`src/rtl/ll_telemetry_tx.sv`:
```
// Lander telemetry serializer: snapshots alt/vel/fuel/thrust on start and emits
// a fixed 20-byte ASCII frame "A dddd V s dddd F dddd T d CR LF" over a strobed byte port.
module ll_telemetry_tx (
    input  logic        clk,
    input  logic        rst,
    input  logic        start,
    input  logic [15:0] alt,
    input  logic [15:0] vel,
    input  logic [15:0] fuel,
    input  logic [15:0] thrust,
    input  logic        txready,
    output logic [7:0]  txdata,
    output logic        txclk,
    output logic        busy,
    output logic        done
);

    typedef enum logic [1:0] {IDLE, SEND, STROBE} state_t;

    state_t      state_q, state_d;
    logic [4:0]  idx_q, idx_d;
    logic [15:0] alt_q, alt_d;
    logic [15:0] mag_q, mag_d;
    logic [7:0]  sign_q, sign_d;
    logic [15:0] fuel_q, fuel_d;
    logic [3:0]  thr_q, thr_d;
    logic [7:0]  txdata_q, txdata_d;
    logic        txclk_q, txclk_d;
    logic        busy_q, busy_d;
    logic        done_q, done_d;
    logic [4:0]  nidx;
    logic [7:0]  nbyte;
    logic        vel_bad;
    logic        unused_thrust;

    assign unused_thrust = ^thrust[15:4];

    function automatic logic [7:0] digit_char(input logic [3:0] n);
        return (n <= 4'd9) ? (8'h30 + {4'h0, n}) : 8'h3F;
    endfunction

    function automatic logic [15:0] bcd_negate(input logic [15:0] v);
        logic [15:0] r;
        logic        c;
        logic [4:0]  d;
        r = '0;
        c = 1'b1;
        for (int unsigned i = 0; i < 4; i++) begin
            d = 5'd9 - {1'b0, v[4*i +: 4]} + {4'd0, c};
            if (d == 5'd10) begin
                r[4*i +: 4] = 4'd0;
                c = 1'b1;
            end else begin
                r[4*i +: 4] = d[3:0];
                c = 1'b0;
            end
        end
        return r;
    endfunction

    always_comb begin
        vel_bad = 1'b0;
        for (int unsigned i = 0; i < 4; i++) begin
            if (vel[4*i +: 4] > 4'd9) vel_bad = 1'b1;
        end
    end

    // Byte following the current index; loaded when STROBE hands off to SEND.
    assign nidx = idx_q + 5'd1;
    always_comb begin
        nbyte = 8'h00;
        case (nidx)
            5'd1:  nbyte = digit_char(alt_q[15:12]);
            5'd2:  nbyte = digit_char(alt_q[11:8]);
            5'd3:  nbyte = digit_char(alt_q[7:4]);
            5'd4:  nbyte = digit_char(alt_q[3:0]);
            5'd5:  nbyte = 8'h56;
            5'd6:  nbyte = sign_q;
            5'd7:  nbyte = digit_char(mag_q[15:12]);
            5'd8:  nbyte = digit_char(mag_q[11:8]);
            5'd9:  nbyte = digit_char(mag_q[7:4]);
            5'd10: nbyte = digit_char(mag_q[3:0]);
            5'd11: nbyte = 8'h46;
            5'd12: nbyte = digit_char(fuel_q[15:12]);
            5'd13: nbyte = digit_char(fuel_q[11:8]);
            5'd14: nbyte = digit_char(fuel_q[7:4]);
            5'd15: nbyte = digit_char(fuel_q[3:0]);
            5'd16: nbyte = 8'h54;
            5'd17: nbyte = digit_char(thr_q);
            5'd18: nbyte = 8'h0D;
            5'd19: nbyte = 8'h0A;
            default: nbyte = 8'h00;
        endcase
    end

    always_comb begin
        state_d  = state_q;
        idx_d    = idx_q;
        alt_d    = alt_q;
        mag_d    = mag_q;
        sign_d   = sign_q;
        fuel_d   = fuel_q;
        thr_d    = thr_q;
        txdata_d = txdata_q;
        txclk_d  = 1'b0;
        done_d   = 1'b0;
        case (state_q)
            IDLE: begin
                if (start) begin
                    alt_d    = alt;
                    fuel_d   = fuel;
                    thr_d    = thrust[3:0];
                    idx_d    = '0;
                    txdata_d = 8'h41;
                    state_d  = SEND;
                    // All-F magnitude makes every digit render as '?'.
                    if (vel_bad) begin
                        sign_d = 8'h3F;
                        mag_d  = '1;
                    end else if (vel[15:12] >= 4'd5) begin
                        sign_d = 8'h2D;
                        mag_d  = bcd_negate(vel);
                    end else begin
                        sign_d = 8'h2B;
                        mag_d  = vel;
                    end
                end
            end
            SEND: begin
                if (txready) begin
                    txclk_d = 1'b1;
                    state_d = STROBE;
                end
            end
            STROBE: begin
                if (idx_q == 5'd19) begin
                    done_d  = 1'b1;
                    state_d = IDLE;
                end else begin
                    idx_d    = nidx;
                    txdata_d = nbyte;
                    state_d  = SEND;
                end
            end
            default: state_d = IDLE;
        endcase
        busy_d = (state_d != IDLE);
    end

    always_ff @(posedge clk) begin
        if (rst) begin
            state_q  <= IDLE;
            idx_q    <= '0;
            alt_q    <= '0;
            mag_q    <= '0;
            sign_q   <= '0;
            fuel_q   <= '0;
            thr_q    <= '0;
            txdata_q <= '0;
            txclk_q  <= 1'b0;
            busy_q   <= 1'b0;
            done_q   <= 1'b0;
        end else begin
            state_q  <= state_d;
            idx_q    <= idx_d;
            alt_q    <= alt_d;
            mag_q    <= mag_d;
            sign_q   <= sign_d;
            fuel_q   <= fuel_d;
            thr_q    <= thr_d;
            txdata_q <= txdata_d;
            txclk_q  <= txclk_d;
            busy_q   <= busy_d;
            done_q   <= done_d;
        end
    end

    assign txdata = txdata_q;
    assign txclk  = txclk_q;
    assign busy   = busy_q;
    assign done   = done_q;

endmodule

```
`config.mk`:
```
export PLATFORM = sky130hd
export DESIGN_NAME = ll_telemetry_tx
export DESIGN_NICKNAME = d
export VERILOG_FILES = /design/src/rtl/ll_telemetry_tx.sv
export SDC_FILE = /design/constraint.sdc
export NUM_CORES = 1
export LEC_CHECK = 0
export ABC_CLOCK_PERIOD_IN_PS = 9900
export CAP_MARGIN = 20
export CORE_MARGIN = 10
export CORE_UTILIZATION = 57
export DETAILED_ROUTE_END_ITERATION = 8
export GPL_ROUTABILITY_DRIVEN = 0
export PLACE_DENSITY = 0.86
export SLEW_MARGIN = 20
export SYNTH_ARGS = -nofsm -noshare
export SYNTH_HDL_FRONTEND = slang
export SYNTH_SLANG_ARGS = --single-unit
```
`constraint.sdc`:
```
create_clock -name clk -period 9.9 [get_ports clk]
set_clock_uncertainty 0.1 [all_clocks]
set_input_delay 1.98 -clock clk [delete_from_list [all_inputs] [get_ports clk]]
set_output_delay 1.98 -clock clk [all_outputs]
set_load 0.02 [all_outputs]
```
==> results by group, run 1 <==
Placed design
  – Port buffer count: between 60 and 70
  – Dpl hpwl: slightly above 9 mm

Detailed routing
  – Initial DRC Count: ~570
  – Via count: approximately 4700
  – Antenna viol nets, final: 0
  – WL final: about 13 mm
  – Number of remaining DRC errors: 0
  – Vias per inst: 6.30
  – Routed WL per cell: ~17 um
  – Pre-antenna DRT Iters: 7

Finish
  – Fillers: 619
  – Area delta synth->final: 19.1%
  – Ant diodes: 0
  – Nets: 720
  – Share of post-route cells with drive strength above 1: ~5.8%

STA
  – Headroom to the max-slew limit: a little under two fifths
  – Final hold violation count: 0
  – Max-slew violation count: 0
  – Worst hold slack: roughly 0.36 ns
  – F_max: between 0.15 and 0.2 GHz
  – Final setup TNS: 0 ns
  – RSZ-0062 raised after global routing: no
  – Tcrit/Tclk final: 61.1%
  – Worst-margin pin slew: roughly 0.94 ns
  – Setup violators final: 0
  – Min cycle time layout: 6.04 ns

Synthesis
  – Ys flop type: dfxtp_1
  – Number of synthesized flops with an enable pin: 0
  – Post-Synthesis Cells: 596
  – Yosys reg bits: 73
  – YS warnings: 0
  – Dominant cell type by area after synthesis: dfxtp_1
  – Avg Cell Area, Syn: around 7.4 um2
  – Syn Std Cell Area: 0.00440 mm2
  – Post-synthesis async set-or-reset flop share: 0%
  – Synth area leaders: dfxtp_1 33%, a21oi_1 11%, nand2_1 9.7%, ha_1 4.0%, nor2_1 3.4%
  – Part of the Yosys area used for sequential elements: approximately 33%
  – Synth top area share: 33.2%
  – Netlist cell types: slightly below 70
  – Syn_nets: a little under 700

CTS
  – Cell chosen for the clock root: clkbuf_8
  – Skew-Pair Late Insertion Delay: between 0.3 and 0.4 ns
  – Clock transition at path regs: roughly 0.080 ns
  – Post-CTS Setup Inserts: 0
  – Hold buffer count at CTS: 0
  – TritonCTS buffer count: 9
  – Post-CTS sizing: 0
  – Max clock buf depth: 2
  – TritonCTS clock tree: built
  – H-Tree Depth: 3
  – CTS sink cnt: 73

Worst setup path
  – R2r startpoint: idx_q[0]
  – WS Path Type: input port to flip-flop
  – Worst EP required: roughly 10 ns
  – Crit path from: vel[0]
  – CP arrival: between 6 and 7 ns
  – Startpoint types: input port
  – Crit path max fanout: 6
  – Crit. End Element: flip-flop

Global route
  – GRT Util Overall: 21.8%
  – Largest net degree at the start of global routing: 70
  – Vias in the first global route: between 4000 and 5000
  – First-pass GRT wire length: roughly 21 mm
  – Initial antenna violation count: 0
  – Global route total overflow: 0

Floorplanning
  – Die width: approximately 110 um
  – Std cell rows: 31
  – Core area: 0.00737 mm2
  – I/O Pins: a little under 80
  – Die height: ~110 um
  – Die area: approximately 0.012 mm2
  – Initial Util: about three fifths

Run status
  – Outcome: finished, final reports clean

Worst hold path
  – Worst Hold Launch: alt_q[12]
  – HP Class: flip-flop to flip-flop

Pwr
  – Pleak: between 1.5 and 2 nW
  – Max VDD drop: 123 uV
  – Power Density: approximately 130 mW/mm2

Run
  – Max Cap Violations: 0
-- layer usage --
metal / GRT usage, % / up-vias / wire length [um]
li1: - / 2239 / -
met1: 26.5 / 2184 / 5170
met2: 36.4 / 224 / 6190
met3: 6.05 / 31 / 1090
met4: 6.49 / 0 / 238
met5: 0 / - / 0
-- logic make-up after synthesis --
kind of cell	Yosys count	synth area share, %
buffers and inverters	56	5.26
AO/OA/AOI/OAI	226	33.8
XOR/XNOR	7	1.39
multiplexers	2	0.455
AND/OR/NAND/NOR	217	21.8
flip-flops	73	33.2
adder cells (fa/ha/maj)	14	3.98
other	1	0.0852
-- area by class of cell --
cell class / count / area (um2) / share of cell area, %
clock inverter: 6 / 67.6 / 1.29
multi-input combinational: 467 / 2710 / 51.7
sequential: 73 / 1460 / 27.9
timing repair buffer: 68 / 668 / 12.8
inverter: 19 / 71.3 / 1.36
tap: 99 / 124 / 2.36
clock buffer: 10 / 138 / 2.63
-- synthesized netlist by cell type (all sizes together) (3+ instances only) --
cell,number
ha,14
nor2b,6
a32oi,3
buf,13
a22oi,8
a31oi,6
o221ai,13
a211oi,8
and2,4
o31ai,5
a21boi,4
o21a,17
or3,3
inv,18
nand2b,7
dfxtp,73
nor3,14
o21ai,25
nand3,11
xnor2,7
o32a,3
o2bb2ai,3
o22ai,10
clkbuf,24
nor4,3
a222oi,3
a21oi,95
a21o,4
nand2,115
nor2,43
-- worst paths after layout --
path	slack, ns	cells past startpoint	to
worst max-delay path	3.86	24	mag_q[13]
worst min-delay path	0.36	2	alt_q[12]
worst max register to register	6.55	8	txdata[3]
worst min register to register	0.36	2	alt_q[12]
-- critical path: stages --
cell             delay (ns)
clkdlybuf4s50_1        0.58
inv_1                  0.07
ha_1                   0.23
o2111a_1               0.17
ha_1                   0.18
inv_1                  0.07
ha_1                   0.18
nand2_1                0.08
nor2_1                 0.09
nor2_1                 0.06
nor4_1                 0.42
ha_1                   0.24
inv_1                  0.06
ha_1                   0.20
nor2_1                 0.10
nor2_1                 0.06
nor4_1                 0.33
ha_1                   0.27
inv_1                  0.06
ha_1                   0.20
nor3_1                 0.15
a21oi_1                0.09
o221ai_1               0.18
a21oi_1                0.10
-- metrics by stage --
step	total power (W)	instances	instance area, um2	setup slack, ns	utilization, %
finish	0.000697	742	5240	3.86	71.1
floorplan	0.000410	596	4400	4.64	-
global route	0.000728	742	5240	3.30	71.1
CTS	0.000697	742	5240	3.82	71.1
detailed placement	0.000461	726	5030	3.46	68.3
global placement	0.000456	726	5030	3.68	68.3
-- cell usage in the layout, fill, tap and decap left out, types with 8 or more instances in the layout --
cell | Yosys | final
o21ai_0 | 22 | 21
dfxtp_1 | 73 | 73
nand2_1 | 114 | 114
nor3_1 | 14 | 14
a21oi_1 | 95 | 95
clkbuf_8 | 0 | 10
a22oi_1 | 8 | 8
clkdlybuf4s50_1 | 0 | 64
nand3_1 | 10 | 10
nor2_1 | 40 | 40
o221ai_1 | 13 | 13
inv_1 | 17 | 17
ha_1 | 14 | 14
o21a_1 | 17 | 17
o22ai_1 | 10 | 10
-- report_power, final --
group / switching [W] / internal, W
Combinational: 0.0000665 / 0.0000564
Clock: 0.000116 / 0.000124
Sequential: 0.0000202 / 0.000314
Total: 0.000203 / 0.000494
-- registers in the layout, indices dropped and copies added, names as in the netlist --
signal,count
txclk,1
sign_q,4
alt_q,16
thr_q,4
fuel_q,16
idx_q,5
busy,1
state_q,2
txdata,7
done,1
mag_q,16
Note: power is estimated with default switching activity, not from simulation.
==> run 2: changes to the inputs <==
--- a/config.mk
+++ b/config.mk
@@ -5,13 +5,13 @@
 export SDC_FILE = /design/constraint.sdc
 export NUM_CORES = 1
 export LEC_CHECK = 0
-export ABC_CLOCK_PERIOD_IN_PS = 9900
+export ABC_CLOCK_PERIOD_IN_PS = 5500
 export CAP_MARGIN = 20
 export CORE_MARGIN = 10
-export CORE_UTILIZATION = 57
+export CORE_UTILIZATION = 48
 export DETAILED_ROUTE_END_ITERATION = 8
 export GPL_ROUTABILITY_DRIVEN = 0
-export PLACE_DENSITY = 0.86
+export PLACE_DENSITY = 0.77
 export SLEW_MARGIN = 20
 export SYNTH_ARGS = -nofsm -noshare
 export SYNTH_HDL_FRONTEND = slang
==> constraint.sdc (replaced) <==
create_clock -name clk -period 5.5 [get_ports clk]
set_clock_uncertainty 0.1 [all_clocks]
set_input_delay 1.1 -clock clk [delete_from_list [all_inputs] [get_ports clk]]
set_output_delay 1.1 -clock clk [all_outputs]
set_load 0.02 [all_outputs]
==> results by group, run 2 (synthesized netlist as in run 1, its figures left out) <==
STA
  – Final hold violation count: 0
  – Worst hold slack: around 0.36 ns
  – Setup violators final: 0
  – RSZ-0062 raised after global routing: no
  – Tcrit/Tclk final: between 90 and 100%
  – Max-slew violation count: 0
  – Headroom to the max-slew limit: 35.0%
  – F_max: about 0.20 GHz
  – Min cycle time layout: ~5.1 ns
  – Worst-margin pin slew: a little under 1 ns

Finish
  – Top flop regs: alt_q: 16 flops, fuel_q: 16 flops, mag_q: 16 flops
  – Cell Count, Final, Fillers Out: approximately 750
  – Core Util, Final: approximately 60%
  – Nets: between 700 and 800
  – Most frequent cells in the layout: 114 x nand2_1, 95 x a21oi_1, 73 x dfxtp_1
  – Area delta synth->final: 19.9%
  – Final Instance Area: roughly 0.0053 mm2
  – Share of post-route cells with drive strength above 1: 5.91%
  – Ant diodes: 0
  – Commonest non-fill, non-tap cell in the layout: nand2_1

Detailed routing
  – Routed WL per cell: approximately 17 um
  – Initial DRC Count: approximately 470
  – Antenna viol nets, final: 0
  – Pre-antenna DRT Iters: 6
  – Vias per inst: between 6 and 7
  – WL final: 12.7 mm
  – Number of remaining DRC errors: 0
  – Via count: 4663

Pwr
  – Max VDD drop: roughly 160 uV
  – Switching share of power: about 28%
  – Pleak: 1.84 nW
  – Clock Power Share: between 30% and 40%
  – Power, Total: 0.00129 W
  – Sw Pwr: about 0.00036 W
  – Sequential Power Share: ~47%
  – Power Density: roughly 240 mW/mm2
  – Combinational Power Share: around 17%
  – Internal Pwr Total: between 0.0009 and 0.001 W

Global route
  – Initial antenna violation count: 0
  – Largest net degree at the start of global routing: 70
  – Global route total overflow: 0
  – Vias in the first global route: 4393
  – First-pass GRT wire length: roughly 21 mm
  – GRT Util Overall: a little under a fifth

CTS
  – CTS sink cnt: 73
  – Skew-Pair Late Insertion Delay: between 0.3 and 0.4 ns
  – TritonCTS buffer count: 9
  – H-Tree Depth: 3
  – Max clock buf depth: 2
  – Clock transition at path regs: about 0.08 ns
  – Hold buffer count at CTS: 0
  – Cell chosen for the clock root: clkbuf_8
  – TritonCTS clock tree: built

Worst setup path
  – Crit. End Element: flip-flop
  – Worst EP required: approximately 5.6 ns
  – Most frequent cell on the critical path: ha_1
  – CP arrival: around 5.2 ns
  – CP endpoint: mag_q[13]
  – Crit path from: vel[0]
  – R2R Path End: txdata[3]
  – R2r startpoint: idx_q[0]
  – Startpoint types: input port
  – Crit path max fanout: 6
  – Worst Reg-to-Reg Cells: 8
  – WS Path Type: input port to flip-flop
  – Crit-path cells: clkdlybuf4s50_1 -> inv_1 -> ha_1 -> o2111a_1 -> ha_1 -> inv_1 -> ha_1 -> nand2_1 -> nor2_1 -> nor2_1 -> nor4_2 -> ha_1 -> inv_1 -> ha_1 -> nor2_1 -> nor2_1 -> nor4_1 -> ha_1 -> inv_1 -> ha_1 -> nor3_1 -> a21oi_1 -> o221ai_1 -> a21oi_1
  – Critical path's slowest cell: clkdlybuf4s50_1
  – Reg2reg setup slack: between 2 and 2.5 ns
  – CP max stage delay: 0.57 ns

Run
  – Max Cap Violations: 0

Floorplanning
  – I/O Pins: 79
  – Die width: ~120 um
  – Die height: between 100 and 150 um
  – Initial Util: between 40% and 50%
  – Std cell rows: 34
  – Die area: between 0.01 and 0.015 mm2
  – Core area: between 0.008 and 0.009 mm2

Worst hold path
  – HP Class: flip-flop to flip-flop

Placed design
  – Dpl hpwl: 8.97 mm
  – Area post-placement: approximately 0.005 mm2
  – Port buffer count: between 60 and 70
  – Post-Place Cells: 735

Run status
  – Outcome: finished, final reports clean
==> run 2: routing by layer <==
| metal | part of all wire [%] | up-vias | wire length [um] | track usage [%] |
|---|---|---|---|---|
| met2 | 47 | 213 | 5960 | 31.1 |
| li1 | - | 2235 | - | - |
| met3 | 6.9 | 31 | 879 | 3.62 |
| met4 | 2.4 | 0 | 311 | 7.59 |
| met5 | 0 | - | 0 | 0 |
| met1 | 44 | 2184 | 5550 | 23.6 |
==> run 2: worst min path at each step <==
stage               startpoint         to  slack (ns)  cells after the start
global route         txdata[4]  txdata[4]        0.38                      2
floorplan             mag_q[8]   mag_q[8]        0.33                      2
finish               txdata[4]  txdata[4]        0.36                      2
global placement      mag_q[8]   mag_q[8]        0.34                      2
detailed placement   fuel_q[8]  fuel_q[8]        0.35                      2
CTS                   mag_q[8]   mag_q[8]        0.36                      2
==> run 2: through the flow <==
step / TNS (ns) / worst slack (ns)
2_1_floorplan: 0 / 1.12
3_3_place_gp: 0 / 0.199
3_5_place_dp: -0.123 / -0.0682
4_1_cts: 0 / 0.299
5_1_grt: 0 / 0.0523
6_report: 0 / 0.392
==> run 2: power by group through the flow <==
stage | Sequential, W | Combinational, W | Clock, W
2_1_floorplan | 0.000605 | 0.000133 | 0
3_5_place_dp | 0.000611 | 0.000218 | 0
5_1_grt | 0.000606 | 0.000245 | 0.000489
4_1_cts | 0.000599 | 0.000219 | 0.000471
3_3_place_gp | 0.000610 | 0.000211 | 0
6_report | 0.000600 | 0.000222 | 0.000464
==> run 2: worst max-delay path: cells and delay by family <==
family	cells	cell delay [ns]
and+or+nand+nor	8	1.33
buffers and inverters	5	0.81
adders and majority gates	7	1.49
AOI/OAI and AO/OA	4	0.51
==> run 2: what timing repair did <==
action | in CTS | in global routing
setup buffers | 0 | 0
gates resized for setup | 0 | 1
setup endpoints to repair | 0 | 2
==> run 2: cell type report <==
cell class / instances / area, um2
Inverter: 19 / 71.3
Clock buffer: 10 / 128
Sequential cell: 73 / 1460
Tap cell: 108 / 135
Clock inverter: 6 / 92.6
Multi-Input combinational cell: 467 / 2720
Fill cell: 819 / 3530
Timing Repair Buffer: 68 / 668
